## src/rtl/adder_pkg.sv

```systemverilog
// Shared definitions for the sequential multi-word adder.
//   state_t        : limb-sequencer FSM states (IDLE, BUSY)
//   SIZE_DEFAULT   : default limb width in bits
//   WORDS_DEFAULT  : default number of limbs per operand
package adder_pkg;

  typedef enum logic {
    IDLE = 1'b0,
    BUSY = 1'b1
  } state_t;

  localparam int SIZE_DEFAULT  = 4;
  localparam int WORDS_DEFAULT = 4;

endpackage

```

## src/rtl/limb_adder.sv

```systemverilog
// Combinational SIZE-bit generate/propagate ripple adder.
// Ports:
//   a, b   : limb operands (SIZE bits)
//   cin    : carry into bit 0
//   sum    : a + b + cin, low SIZE bits
//   cout   : carry out of the MSB
//   cmsb   : carry into the MSB (for signed-overflow detection)
module limb_adder #(
  parameter int SIZE = 4
) (
  input  logic [SIZE-1:0] a,
  input  logic [SIZE-1:0] b,
  input  logic            cin,
  output logic [SIZE-1:0] sum,
  output logic            cout,
  output logic            cmsb
);

  logic [SIZE-1:0] g;
  logic [SIZE-1:0] p;
  logic [SIZE:0]   c;

  always_comb begin
    g    = a & b;
    p    = a ^ b;
    c    = '0;
    c[0] = cin;
    for (int i = 0; i < SIZE; i++) begin
      c[i+1] = g[i] | (p[i] & c[i]);
    end
    sum  = p ^ c[SIZE-1:0];
    cout = c[SIZE];
    cmsb = c[SIZE-1];
  end

endmodule

```

## src/rtl/multiword_add_seq.sv

```systemverilog
// Sequential multi-word adder: operands arrive one SIZE-bit limb per accept,
// least-significant limb first; each limb sum is registered with latency 1.
// Optional feature macro: MULTIWORD_ADD_SEQ_OVF_EN enables the signed-overflow
// flag on the final limb; without it out_ovf is tied to 0.
// Ports:
//   clk, rst          : clock, asynchronous active-high reset
//   flush             : synchronous abort of the operand in progress
//   in_valid/in_ready : upstream limb handshake
//   in_a, in_b        : operand limbs
//   in_cin            : carry-in, used on limb 0 only
//   out_valid/out_ready : downstream result handshake
//   out_sum           : registered sum limb
//   out_cout          : carry-out of the held limb
//   out_last          : held limb is limb WORDS-1
//   out_ovf           : signed overflow on the final limb
module multiword_add_seq
  import adder_pkg::*;
#(
  parameter int SIZE  = SIZE_DEFAULT,
  parameter int WORDS = WORDS_DEFAULT
) (
  input  logic            clk,
  input  logic            rst,
  input  logic            flush,
  input  logic            in_valid,
  output logic            in_ready,
  input  logic [SIZE-1:0] in_a,
  input  logic [SIZE-1:0] in_b,
  input  logic            in_cin,
  output logic            out_valid,
  input  logic            out_ready,
  output logic [SIZE-1:0] out_sum,
  output logic            out_cout,
  output logic            out_last,
  output logic            out_ovf
);

  localparam int CW = (WORDS > 1) ? $clog2(WORDS) : 1;
  localparam logic [CW-1:0] LAST_IDX = CW'(WORDS - 1);

  state_t          state_q, state_d;
  logic [CW-1:0]   cnt_q;
  logic            carry_q;
  logic            accept;
  logic            first_p0;
  logic            last_p0;
  logic            cin_p0;
  logic [SIZE-1:0] sum_p0;
  logic            cout_p0;
  logic            cmsb_p0;

  assign accept   = in_valid && in_ready;
  assign first_p0 = (cnt_q == '0);
  assign last_p0  = (cnt_q == LAST_IDX);
  // in_cin only matters on limb 0; later limbs chain the stored carry.
  assign cin_p0   = first_p0 ? in_cin : carry_q;

  limb_adder #(.SIZE(SIZE)) u_limb_adder (
    .a    (in_a),
    .b    (in_b),
    .cin  (cin_p0),
    .sum  (sum_p0),
    .cout (cout_p0),
    .cmsb (cmsb_p0)
  );

  // FSM state register
  always_ff @(posedge clk or posedge rst) begin
    if (rst) state_q <= IDLE;
    else     state_q <= state_d;
  end

  // FSM next-state logic; with WORDS==1 limb 0 is also the last limb,
  // so the machine never leaves IDLE.
  always_comb begin
    state_d = state_q;
    if (flush) begin
      state_d = IDLE;
    end else if (accept) begin
      if (last_p0)       state_d = IDLE;
      else if (first_p0) state_d = BUSY;
    end
  end

  // FSM output logic: accept a new limb whenever the output register is
  // empty or is being drained this cycle.
  always_comb begin
    in_ready = !out_valid || out_ready;
  end

  // Stage p0 -> p1: limb counter, carry chain and output register
  always_ff @(posedge clk or posedge rst) begin
    if (rst) begin
      cnt_q     <= '0;
      carry_q   <= 1'b0;
      out_valid <= 1'b0;
      out_sum   <= '0;
      out_cout  <= 1'b0;
      out_last  <= 1'b0;
    end else if (flush) begin
      cnt_q     <= '0;
      carry_q   <= 1'b0;
      out_valid <= 1'b0;
    end else if (accept) begin
      cnt_q     <= last_p0 ? '0 : cnt_q + CW'(1);
      carry_q   <= cout_p0;
      out_valid <= 1'b1;
      out_sum   <= sum_p0;
      out_cout  <= cout_p0;
      out_last  <= last_p0;
    end else if (out_ready) begin
      out_valid <= 1'b0;
    end
  end

`ifdef MULTIWORD_ADD_SEQ_OVF_EN
  // Signed overflow is only meaningful on the most significant limb.
  always_ff @(posedge clk or posedge rst) begin
    if (rst)                  out_ovf <= 1'b0;
    else if (accept && !flush) out_ovf <= last_p0 & (cmsb_p0 ^ cout_p0);
  end
`else
  logic unused_cmsb;
  assign unused_cmsb = cmsb_p0;
  assign out_ovf     = 1'b0;
`endif

endmodule

```

## config.mk

```make
export PLATFORM = sky130hd
export DESIGN_NAME = multiword_add_seq
export DESIGN_NICKNAME = d
export VERILOG_FILES = /design/src/rtl/adder_pkg.sv /design/src/rtl/limb_adder.sv /design/src/rtl/multiword_add_seq.sv
export SDC_FILE = /design/constraint.sdc
export NUM_CORES = 1
export LEC_CHECK = 0
export CORE_MARGIN = 3
export CORE_UTILIZATION = 42
export CTS_CLUSTER_SIZE = 25
export DETAILED_ROUTE_END_ITERATION = 12
export GPL_ROUTABILITY_DRIVEN = 0
export PLACE_DENSITY_LB_ADDON = 0.12
export SLEW_MARGIN = 10
export SYNTH_ARGS = -nofsm -noshare
export SYNTH_HDL_FRONTEND = slang
export SYNTH_SLANG_ARGS = --single-unit
```

## constraint.sdc

```tcl
create_clock -name clk -period 3.3 [get_ports clk]
set_clock_uncertainty 0.15 [all_clocks]
set_input_delay 0.99 -clock clk [delete_from_list [all_inputs] [get_ports clk]]
set_output_delay 0.99 -clock clk [all_outputs]
set_load 0.005 [all_outputs]
```

---- After elaboration in Yosys (flattened, before gate mapping) ----
Index checks and enable logic that the tools add are counted.
storage, ports and cells
  logic and storage cells ................. 36
  output and inout port bits .............. 9
  bits in registers ....................... 10
  input bits .............................. 14
operators by class
  add/subtract/negate cells ............... 1
  reductions and logical operators ........ 7
  muxes and demuxes ....................... 9
  equal/unequal tests ..................... 1
  bitwise operators ....................... 12
operators with widths
  cell                                                           number
  4-bit bitwise XOR                                              2
  1-bit two-way mux                                              6
  2-bit two-way mux                                              3
  1-bit AND                                                      4
  4-bit AND                                                      1
  1-bit bitwise OR                                               4
  3-bit nonzero test                                             1
  2-bit by 1-bit adder with 2-bit output, second input constant  1
  2-bit equality test, second input constant                     1
  2-bit zero test                                                1
  2-bit AND reduction                                            1
  2-bit nonzero test                                             1
  1-bit logical AND                                              1
  1-bit zero test                                                1
  1-bit logical OR                                               1
  1-bit inverter                                                 1

---- Logic depth before layout (Yosys ltp) ----
  depth in word-level cells ............... 12
  depth in mapped cells ................... 9

---- By module ----
From an unflattened synthesis, not the netlist that was laid out.
second synthesis, totals
  cell total of the unflattened synthesis .. 52
  area, all modules ....................... 578.1 sq um
modules (own cells, without submodules)
  module             cells each  instances  sequential area each (sq um)  area each (sq um)
  multiword_add_seq  38          1          250.2                         460.4
  limb_adder         14          1          0.0                           117.6

---- Least setup slack after synthesis ----
OpenSTA, ideal clock, no wires.
  path kind ............................... in2reg
  from .................................... input in_cin
  to ...................................... register out_sum[3]
  stages .................................. 7
  required time ........................... 3.055 ns
  arrival time ............................ 3.033 ns
  setup slack ............................. 0.021 ns
  setup time .............................. 0.095 ns
  buffers on the path ..................... 0
  cell sequence ........................... mux2_2 -> fa_1 -> fa_1 -> fa_1 -> inv_1 -> fa_1 -> o31ai_1
on the way
  cells in the longest elaborated chain, start to end .. 8
ends and longest elaborated chain
  item                    RTL line                  source
  start: declaration      multiword_add_seq.sv:29   input logic in_cin,
  1-bit two-way mux       multiword_add_seq.sv:56   assign cin_p0 = first_p0 ? in_cin : carry_q;
  1-bit AND               limb_adder.sv:29          c[i+1] = g[i] | (p[i] & c[i]);
  1-bit bitwise OR        limb_adder.sv:29
  1-bit AND               limb_adder.sv:29
  1-bit bitwise OR        limb_adder.sv:29
  1-bit AND               limb_adder.sv:29
  1-bit bitwise OR        limb_adder.sv:29
  4-bit bitwise XOR       limb_adder.sv:31          sum = p ^ c[SIZE-1:0];
  end signal: assignment  multiword_add_seq.sv:108  out_sum <= sum_p0;
  end: declaration        multiword_add_seq.sv:32   output logic [SIZE-1:0] out_sum,
No other way between the ends.
A chain may end at the register's enable or synchronous reset.

---- Worst setup path after layout ----
  from .................................... input out_ready
  to ...................................... output in_ready
on the way
  cells in the longest elaborated chain, start to end .. 1
ends and longest elaborated chain
  item                RTL line                 source
  start: declaration  multiword_add_seq.sv:31  input logic out_ready,
  1-bit logical OR    multiword_add_seq.sv:88  in_ready = !out_valid || out_ready;
  end: declaration    multiword_add_seq.sv:26  output logic in_ready,
No other way between the ends.

==> impl_metrics.yaml <==
critical_path:
  path_cells: "clkdlybuf4s50_1 > nor2b_4 > inv_2 > clkdlybuf4s50_1"
  cpLargestDelayFamily: "buffers and inverters"
  cpMostUsedCell: "clkdlybuf4s50_1"
  r2r_slack_ps: 310
  end_kind: "primary output"
  cpPeakStageDelay_ps: 500
  crit_fanout: 4
  crit_path_top_delay_cell: "clkdlybuf4s50_1"
  critPathLaunchType: "primary input"
  critPathRequiredTime_ps: 2160
  arrival_ps: 2100
  critPathBufInv: 3
  worstSetupPathType: "primary input to primary output"
final_layout:
  area_delta_synth_final_pct: 44.4
  nNetsFinal: 94
  drive_above_1_share: 0.260
  multi_input_area_um2: 323
  fillers: 116
  seq_area_um2: 250
  diodes: 0
die:
  core_area_um2: 1330
  fp.dieH_um: 44.0
  io_pins: 23
  initial_core_util: 0.454
  die-area_um2: 1930
  fp.dieW_um: 44.0
  core.rowCount: 13
detailed_routing:
  wl_per_cell_um: 12.4
  viasPerCell: 4.68
  first_pass_iters: 1
  drt_iter0_drc: 0
  drcViolationCount: 0
  wl_um: 1090
  vias: 412
  ant_nets: 0
pwr:
  power_uw: 389
  cellLeakagePower_nw: 0.394
  peakVddDrop_mv: 0.273
  p_per_area_nw_per_um2: 444
placement:
  dpl.hpwl_um: 889
  dp_slack_ps: -521
  port_buffers: 21
run:
  maxCapViolCount: 0
outcome:
  run_status: "completed"
sta:
  hold_violations: 0
  maxSlewViolCount: 0
  fin_crit_sh: 0.982
  max_freq_ghz: 0.309
  setup_viol: 0
  period_needed_ps: 3240
  fin_ws_ps: 59.0
clock_tree:
  cts.htree.levels: 1
  cts_setup_buffers: 0
  clk_latency_ps: 260
  clk_pin_slew_worst_paths_ps: 70
  cts_buffers: 3
  cts_tree: "built"
  cts_num_sinks: 10
  clockRootBuffer: "clkbuf_4"
  ctsLongestPathBuffers: 2
logic_synthesis:
  syn_nets: 69
  netlist_instances: 49
  synth-seq-area-share: 0.413
  ys_types: 20
  avgSynthCellArea_um2: 12.4
  synth-seq-cells: 10
  syn_area_um2: 606
  yosys_warnings: 0
grt:
  antenna_found_initial: 0
  track_usage: 0.128
  grt_pass1_wl_um: 1740
  grt.overflow.total: 0
  first_global_vias: 398
  grt_start_max_net_pins: 11
worst_hold_path:
  hold_path.class: "register to register"
area by class of cell:
type,instances,area share
clock buffer,4,0.0415
tap,15,0.0215
sequential,10,0.286
inverter,8,0.0343
multi-input combinational,29,0.369
timing repair buffer,22,0.247
synthesized netlist by cell type (all sizes together):
master  instances  area (um2)
nor2            2        23.8
o31ai           2        15.0
o21ai           4        20.0
ha              2        25.0
inv             8        30.0
fa              4        80.1
conb            1        3.75
mux2            5        71.3
o32ai           1        8.76
nor2b           1        13.8
a21oi           3        15.0
nand3           2        10.0
dfrtp          10         250
nand2b          2        20.0
buf             2        18.8
flip-flops by register name, indices dropped and copies added, names as in the netlist:
signal and count:
out_last 1, carry_q 1, out_valid 1, out_cout 1, out_sum 4, cnt_q 2
path summary, 6_finish.rpt:
check	start	to	cells past startpoint
max	out_ready	in_ready	4
min	out_cout$_DFFE_PP0P_	out_cout$_DFFE_PP0P_	2
max reg2reg	cnt_q[0]$_DFFE_PP0P_	out_sum[3]$_DFFE_PP0P_	9
min reg2reg	out_cout$_DFFE_PP0P_	out_cout$_DFFE_PP0P_	2
max in group asynchronous	rst	out_sum[2]$_DFFE_PP0P_	2
min in group asynchronous	rst	cnt_q[1]$_DFFE_PP0P_	2
worst register-to-register path: cells and delay by family, from the launching register on:
family / cells / cell delay (ps)
multiplexers: 1 / 310
buffers and inverters: 2 / 140
AO/OA/AOI/OAI: 1 / 190
adder cells (fa/ha/maj): 5 / 1720
flip-flops: 1 / 400
cell families after synthesis:
family / count (synthesis) / share of synthesized area
buf+inv: 10 / 0.0806
flops: 10 / 0.413
compound gates: 10 / 0.0971
other cells: 1 / 0.00619
simple gates: 7 / 0.112
mux: 5 / 0.118
fa+ha+maj: 6 / 0.174
layout by cell type, fill, tap and decap left out:
cell             instances
o31ai_2                  1
nand3_1                  2
a21oi_1                  3
nand2b_4                 1
o21ai_0                  4
o32ai_1                  1
inv_1                    6
nor2_1                   1
nor2b_4                  1
o31ai_1                  1
clkbuf_4                 3
dfrtp_1                 10
clkbuf_8                 1
fa_2                     3
inv_2                    2
nor2_8                   1
nand2b_1                 1
clkdlybuf4s50_1         20
buf_4                    1
dlygate4sd2_1            1
conb_1                   1
mux2_4                   5
fa_1                     1
ha_1                     2
where the power goes:
group | internal [mW] | switching, mW | leakage (nW)
clock network | 0.0670 | 0.0426 | 0.0210
logic | 0.0818 | 0.0417 | 0.246
registers | 0.143 | 0.0124 | 0.127
through the flow:
| stage | instance area, um2 | TNS [ps] | hold slack, ps | std cells | utilization |
|---|---|---|---|---|---|
| floorplan | 606 | 0 | 349 | 49 | - |
| global placement | 823 | -828 | 346 | 84 | 0.617 |
| global route | 875 | -6.68 | 395 | 88 | 0.656 |
| CTS | 870 | 0 | 367 | 88 | 0.652 |
| finish | 875 | 0 | 366 | 88 | 0.656 |
| detailed placement | 823 | -956 | 352 | 84 | 0.617 |
metal layers:
metal,vias up,global-route usage,wire length (um)
li1,205,-,-
met1,192,0.171,520
met2,15,0.177,479
met3,0,0.0332,90
met4,0,0.0904,0
met5,-,0,0
what timing repair did:
action                                  CTS  global route
hold buffers                              0             0
resized for setup                         6             1
endpoints found under the setup margin    1             1
pin swaps                                 5             0
hold endpoints to repair                  0             0
(Power assumes the default switching activity.)
